$ cat config.mk
export PLATFORM = sky130hd
export DESIGN_NAME = mux16_rr_arbiter
export DESIGN_NICKNAME = d
export VERILOG_FILES = /design/src/rtl/mux16_rr_arbiter.sv
export SDC_FILE = /design/constraint.sdc
export NUM_CORES = 1
export LEC_CHECK = 0
export ABC_AREA = 0
export CAP_MARGIN = 10
export CORE_ASPECT_RATIO = 0.6
export CORE_MARGIN = 1
export CORE_UTILIZATION = 52
export CTS_BUF_LIST = sky130_fd_sc_hd__clkbuf_8
export DETAILED_ROUTE_END_ITERATION = 7
export HOLD_SLACK_MARGIN = 0.1
export PLACE_DENSITY_LB_ADDON = 0.1
export SLEW_MARGIN = 20
export SYNTH_ARGS = -nofsm -noshare
export SYNTH_HDL_FRONTEND = slang
export SYNTH_SLANG_ARGS = --single-unit
$ cat constraint.sdc
create_clock -name clk -period 3.45 [get_ports clk]
set_clock_uncertainty 0.05 [all_clocks]
set_input_delay 0.8625 -clock clk [delete_from_list [all_inputs] [get_ports clk]]
set_output_delay 0.8625 -clock clk [all_outputs]
set_load 0.02 [all_outputs]
$ cat src/rtl/mux16_rr_arbiter.sv
// Round-robin arbiter driving the select of a 16:1 single-bit mux, with bounded grant
// length, a one-cycle dead gap between grants, and a registered sample of the mux output.
module mux16_rr_arbiter #(
  parameter int unsigned MAX_HOLD = 8
) (
  input  logic        clk,
  input  logic        rst_n,
  input  logic [15:0] req,
  input  logic [15:0] mask,
  input  logic        mux_out,
  output logic [3:0]  sel,
  output logic [15:0] grant,
  output logic        valid,
  output logic        data_q,
  output logic [3:0]  data_ch,
  output logic        data_valid
);

  localparam logic [1:0] ST_IDLE  = 2'd0;
  localparam logic [1:0] ST_GRANT = 2'd1;
  localparam logic [1:0] ST_GAP   = 2'd2;

  logic [1:0]  state_q, state_d;
  logic [3:0]  ptr_q, ptr_d;
  logic [3:0]  hold_q, hold_d;
  logic [3:0]  sel_q, sel_d;
  logic [15:0] elig;
  logic [3:0]  winner;
  logic [3:0]  idx;
  logic        found;
  logic        keep;

  assign elig = req & ~mask;

  // First eligible channel scanning upward from ptr, wrapping 15 -> 0.
  always_comb begin
    found  = 1'b0;
    winner = ptr_q;
    idx    = '0;
    for (int i = 0; i < 16; i++) begin
      idx = ptr_q + 4'(i);
      if (!found && elig[idx]) begin
        found  = 1'b1;
        winner = idx;
      end
    end
  end

  assign keep = req[sel_q] && !mask[sel_q] && (hold_q < 4'(MAX_HOLD));

  always_comb begin
    state_d = state_q;
    ptr_d   = ptr_q;
    hold_d  = hold_q;
    sel_d   = sel_q;
    case (state_q)
      ST_GRANT: begin
        if (keep) begin
          hold_d = hold_q + 4'd1;
        end else begin
          state_d = ST_GAP;
          ptr_d   = sel_q + 4'd1;
        end
      end
      default: begin
        // IDLE and GAP arbitrate identically.
        if (found) begin
          state_d = ST_GRANT;
          sel_d   = winner;
          hold_d  = 4'd1;
        end else begin
          state_d = ST_IDLE;
        end
      end
    endcase
  end

  always_ff @(posedge clk or negedge rst_n) begin
    if (!rst_n) begin
      state_q <= ST_IDLE;
      ptr_q   <= '0;
      hold_q  <= '0;
      sel_q   <= '0;
    end else begin
      state_q <= state_d;
      ptr_q   <= ptr_d;
      hold_q  <= hold_d;
      sel_q   <= sel_d;
    end
  end

  always_ff @(posedge clk or negedge rst_n) begin
    if (!rst_n) begin
      data_q     <= 1'b0;
      data_ch    <= '0;
      data_valid <= 1'b0;
    end else begin
      data_valid <= valid;
      if (valid) begin
        data_q  <= mux_out;
        data_ch <= sel_q;
      end
    end
  end

  assign valid = (state_q == ST_GRANT);
  assign sel   = sel_q;
  assign grant = valid ? (16'(1) << sel_q) : '0;

endmodule

==> impl_metrics.json <==
{
  "outcome": "finished, violations left",
  "violations": "design-rule violations, negative setup slack",
  "hp-start": "data_ch[3]$_DFFE_PN0P_",
  "hold_path.class": "reg2reg",
  "h-tree-depth": 1,
  "wirelength_um": 23300,
  "end_kind": "flip-flop",
  "dieArea_sq_um": 8110,
  "grt_max_degree": 24,
  "yosys-top-cells-area": "mux4_2 (13%), dfrtp_1 (12%), ha_1 (4.4%)",
  "cts_tree": "done",
  "crit_fanout": 6,
  "hold_viol": 0,
  "num_rows": 24,
  "antenna_found_initial": 2,
  "clock_latency_ps": 270,
  "whs_endpoint": "data_ch[3]$_DFFE_PN0P_",
  "synth.top_cell.area_share_pct": 12.9,
  "ant_nets": 0,
  "drive_gt1_share_pct": 46.0,
  "io_buffer_count": 61,
  "synth_compound_area_share_pct": 26.5,
  "synth_cells": 486,
  "ioPinCount": 62,
  "worst_slew_pin_slew_ps": 939,
  "muxShareOfSynthArea_pct": 16.8,
  "nets": 737,
  "grt_pass1_vias": 5297,
  "clockBufferDepth": 2,
  "setup_violations": 9,
  "yosysSeqAreaShare_pct": 12.4,
  "timing.slew.headroom_pct": 37.2,
  "grt_pass1_wl_um": 29800,
  "period_minus_slack_ps": 3620,
  "final_cells": 793,
  "synth_xor_area_share_pct": 4.29,
  "crit_path_top_delay_cell": "dfrtp_2",
  "drt_iter0_drc": 1459,
  "ys_seq_elements": 20,
  "fmax_ghz": 0.276,
  "num_vias": 6193,
  "cts_buffers": 3,
  "synth_nets": 535,
  "synth_top_cell_by_area": "mux4_2",
  "r2r_start": "ptr_q[2]$_DFFE_PN0P_",
  "vias_per_cell": 7.81,
  "dp_hpwl_um": 14300,
  "initial_core_util_pct": 54.5,
  "track_usage_pct": 49.6,
  "place.gp.congestion": 1.05,
  "dp_cells": 764,
  "hold_depth": 1,
  "setup_slack_ps": -171,
  "synth_top_family_by_area": "simple AND/OR/NAND/NOR gates",
  "fp.dieH_um": 70.2,
  "cts-root-buf": "clkbuf_8",
  "async_reset_ff_share_pct": 100,
  "drc": 246,
  "slew_violations": 0,
  "syn_avg_cell_area_sq_um": 8.28,
  "required_ps": 3590,
  "slowest_delay_ps": 610,
  "synth-simple-area-share_pct": 29.8,
  "ys_types": 86,
  "synth_ff_type": "dfrtp_1",
  "synth_edf_count": 0,
  "cpMostUsedCell": "buf_6",
  "arrival_ps": 3760,
  "routedWlPerCell_um": 29.3,
  "period_share_pct": 105,
  "worstSetupStartpointType": "flip-flop",
  "n_fill_cell": 323,
  "gr-total-overflow": 0,
  "synth_fa_ha_area_share_pct": 4.35,
  "area_delta_synth_final_pct": 63.9,
  "reg2reg_to": "sel[3]$_DFFE_PN0P_",
  "syn_area_sq_um": 4030,
  "core_area_sq_um": 7390,
  "hold_buffers": 0,
  "critical_path.cell_chain": "ha_1 > nand2_1 > buf_4 > xnor2_1 > o41a_1 > o32ai_4 > nor4b_4 > buf_6 > nand4_4 > buf_6 > o21ai_0 > o32ai_1 > a21oi_1",
  "yosysWarnings": 0,
  "clk_pin_slew_ps": 80,
  "fp.dieW_um": 116,
  "first_pass_iters": 8,
  "r2r_slack_ps": -170,
  "critical_path_class": "reg2reg",
  "reg2reg_depth": 13,
  "drv_cap": 0,
  "cts_sinks": 20
}
## flip-flops by register name (all words and copies together) (netlist names)
name	flops
data_ch	4
data_q	1
data_valid	1
hold_q	4
ptr_q	4
sel	4
state_q	2
## metal layers
| layer | up-vias | global-route usage [%] | share of wire, % |
|---|---|---|---|
| li1 | 2321 | - | - |
| met1 | 2863 | 68.5 | 33 |
| met5 | - | 0 | 0.41 |
| met2 | 721 | 68.5 | 38 |
| met3 | 284 | 21.7 | 19 |
| met4 | 4 | 15.6 | 9.5 |
## repair_timing
item                       4_1_cts  5_1_grt
setup endpoints to repair        9        9
gates resized for setup        129       76
setup buffers                   15       11
pin swaps                       28       24
## layout make-up
type	count	area, sq um	share of cell area (%)
Antenna cell	2	5.00	0.0758
Clock buffer	3	41.3	0.626
Clock inverter	1	3.75	0.0569
Inverter	16	61.3	0.929
Multi-Input combinational cell	419	4010	60.8
Sequential cell	20	504	7.64
Tap cell	104	130	1.97
Timing Repair Buffer	228	1840	27.9
## how the worst max path moves through the flow
stage / startpoint / end / depth (start not counted)
after floorplan: ptr_q[1]$_DFFE_PN0P_ / sel[1]$_DFFE_PN0P_ / 14
after detailed placement: mask[13] / sel[0]$_DFFE_PN0P_ / 10
after CTS: req[7] / sel[0]$_DFFE_PN0P_ / 10
after global placement: req[9] / sel[2]$_DFFE_PN0P_ / 11
after global routing: ptr_q[0]$_DFFE_PN0P_ / sel[2]$_DFFE_PN0P_ / 13
final: ptr_q[2]$_DFFE_PN0P_ / sel[3]$_DFFE_PN0P_ / 13
## cells in the final DEF, fill, tap and decap left out, drive strengths merged, types with 5 or more instances in the layout
| master | n |
|---|---|
| dfrtp | 20 |
| buf | 168 |
| inv | 16 |
| and3 | 14 |
| ha | 14 |
| nor3b | 9 |
| o21ai | 22 |
| mux2 | 5 |
| or2 | 8 |
| o21a | 5 |
| nor4 | 6 |
| nor2b | 12 |
| clkbuf | 17 |
| a2111oi | 5 |
| a211oi | 5 |
| a31oi | 6 |
| clkdlybuf4s15 | 8 |
| nor4bb | 5 |
| xor2 | 9 |
| o211ai | 6 |
| o22ai | 6 |
| nor2 | 28 |
| nor3 | 10 |
| nand3 | 9 |
| a21oi | 29 |
| nand2 | 40 |
| mux4 | 23 |
| mux2i | 10 |
| clkdlybuf4s50 | 29 |
| xnor2 | 9 |
| and2 | 8 |
| nand4 | 8 |
| nand2b | 23 |
| dlygate4sd2 | 9 |
| a2111o | 6 |
## synth_stat cells, types with 5 or more instances
master,instances
o21a_1,5
xor2_1,8
o22ai_1,6
mux4_2,23
buf_2,9
clkbuf_1,13
a2111oi_0,5
and2_1,8
nor2_1,28
xnor2_1,8
nand4_1,7
inv_1,15
nor2b_1,12
o21ai_0,21
nor3b_1,9
nand3_1,9
nand2b_1,23
and3_1,14
o211ai_1,6
a2111o_1,6
ha_1,14
a31oi_1,6
dfrtp_1,20
nor4bb_1,5
nor3_1,10
nand2_1,40
a21oi_1,29
mux2i_1,9
## worst max-delay path: cells and delay by family (launching register included)
| kind | cells | cell delay, ps |
|---|---|---|
| buffers and inverters | 3 | 520 |
| AO/OA/AOI/OAI | 5 | 1040 |
| AND/OR/NAND/NOR | 3 | 600 |
| adder cells (fa/ha/maj) | 1 | 420 |
| flip-flops | 1 | 610 |
| XOR/XNOR | 1 | 290 |
## cell families (layout without fill, tap and decap cells)
| kind of cell | count (synthesis) | count (layout) |
|---|---|---|
| and+or+nand+nor | 204 | 204 |
| muxes | 38 | 38 |
| AOI/OAI and AO/OA | 145 | 145 |
| other | 0 | 2 |
| xor gates and xnor gates | 18 | 18 |
| DFF | 20 | 20 |
| adders and majority gates | 14 | 14 |
| buffers and inverters | 47 | 248 |
## through the flow
stage,setup slack (ps),hold WS [ps],TNS [ps],cell area (sq um),utilization (%)
floorplan,0.163,409,0,4090,-
global placement,-587,409,-5350,5760,77.9
detailed placement,-676,419,-5690,5760,77.9
CTS,3.64,437,0,6340,85.8
global route,-243,453,-886,6600,89.3
finish,-171,439,-646,6600,89.3
Power is not shown: default switching activity piles up to over one toggle a cycle in this logic, so the estimate is an artifact.
==> edit (same flow settings) <==
Make the reset (`rst_n`) synchronous in 2 clocked blocks.
--- a/src/rtl/mux16_rr_arbiter.sv
+++ b/src/rtl/mux16_rr_arbiter.sv
@@ -77,3 +77,3 @@
 
-  always_ff @(posedge clk or negedge rst_n) begin
+  always_ff @(posedge clk) begin
     if (!rst_n) begin
@@ -91,3 +91,3 @@
 
-  always_ff @(posedge clk or negedge rst_n) begin
+  always_ff @(posedge clk) begin
     if (!rst_n) begin
Formal check against the unedited RTL: differs if rst_n is asserted again (counterexample within 4 cycles, from zero or initial values and one cycle with rst_n low); with rst_n held inactive, the same outputs for 10 cycles.
==> edit against the unedited design <==
  * The flow still finishes with violations (design-rule violations, negative setup slack)
  * Setup slack lost 0.045 ns
  * Routed wire length shrank 8.2%
  * Synthesized cell count shrank 2.7%
  * Non-clock buffer count shrank 15
  * Critical path depth shrank 1
  * Final area shrank 7.6%
  * Count of clock-buffer cells in the layout grew 1
  * First-iteration DRC count shrank 3.4%
  * Sequential cell count is the same
  * Area after synthesis shrank 3.5%
==> edit: results (changes against the unedited design) <==
GR Util met3 23.3% (+1.6 points); worst hold slack 0.417 ns (-0.0221 ns); Synth Flop Type dfxtp_1; Clock buffer cells 4 (+1); hold wc startpoint data_ch[3]; met2 Use GR 72.0% (+3.4 points); detailed-route wire length per cell 28.0 µm (-4.4%); GRT Util Overall 49.1% (-0.46 points); storage element area 403 µm² (-20%); result of the run finished with violations; failing checks design-rule violations, negative setup slack; total negative setup slack -1.07 ns (-0.423 ns); Adder-Cell Fraction of Synth Area 4.51% (+0.16 points); first-pass GRT wire length 28.4 mm (-4.9%); post-synth cell types 80 (-7.0%); post-synthesis mux area share 25.5% (+8.7 points); WHS Endpoint data_ch[3]; GR met1 Demand/Resource 60.5% (-8.0 points); share of cell area taken by multi-input logic gates 60.1% (-0.72 points); vias in the first global route 5071 (-4.3%); worst r2r dst hold_q[3]; # setup viols final 9 (unchanged); cell area after placement 5530 µm² (-3.9%); Die ar. 7830 µm² (-3.4%); Worst Setup EP sel[3]; routed vias 5672 (-8.4%); crit path setup slack, layout -0.216 ns (-0.0450 ns); asr flop ratio synth 0% (-100 points); Placed Cells incl. Taps 739 (-3.3%); drc violations 370 (+50%); reg-to-reg critical path startpoint ptr_q[2]; M1 WL 7.29 mm (-4.5%); share of layout cells above drive strength 1 43.5% (-2.5 points); Post-CTS Setup Inserts 11 (-4); inverters 15 (-1); Post-Syn Instances 473 (-2.7%); initial DRC count 1409 (-3.4%); Hold Path Depth 2 (+1); final layout net count 710 (-3.7%)
edit: changes by cell type in the layout (fill, tap and decap cells not counted), moves of 10 or more:
cell	change
buf_4	-19
nand2_1	+19
dfxtp_1	+18
dfrtp_1	-17
a21oi_1	-11
mux2i_1	+10
nand2b_1	-10
edit: kinds of logic (layout without fill, tap and decap cells):
kind of cell / after synthesis / after routing
mux: 60 / 60
compound gates: 124 / 124
buf+inv: 45 / 232
xor+xnor: 15 / 15
flops: 20 / 20
fa+ha+maj: 14 / 14
other cells: 0 / 1
simple gates: 195 / 195
edit: power groups by stage:
| stage | clock network (mW) | logic (mW) | registers [mW] |
|---|---|---|---|
| CTS | 0.180 | 3.76 | 0.348 |
| detailed placement | 0 | 3.49 | 0.353 |
| floorplan | 0 | 1.98 | 0.336 |
| finish | 0.181 | 4.41 | 0.361 |
| global route | 0.186 | 4.48 | 0.368 |
| global placement | 0 | 3.44 | 0.350 |
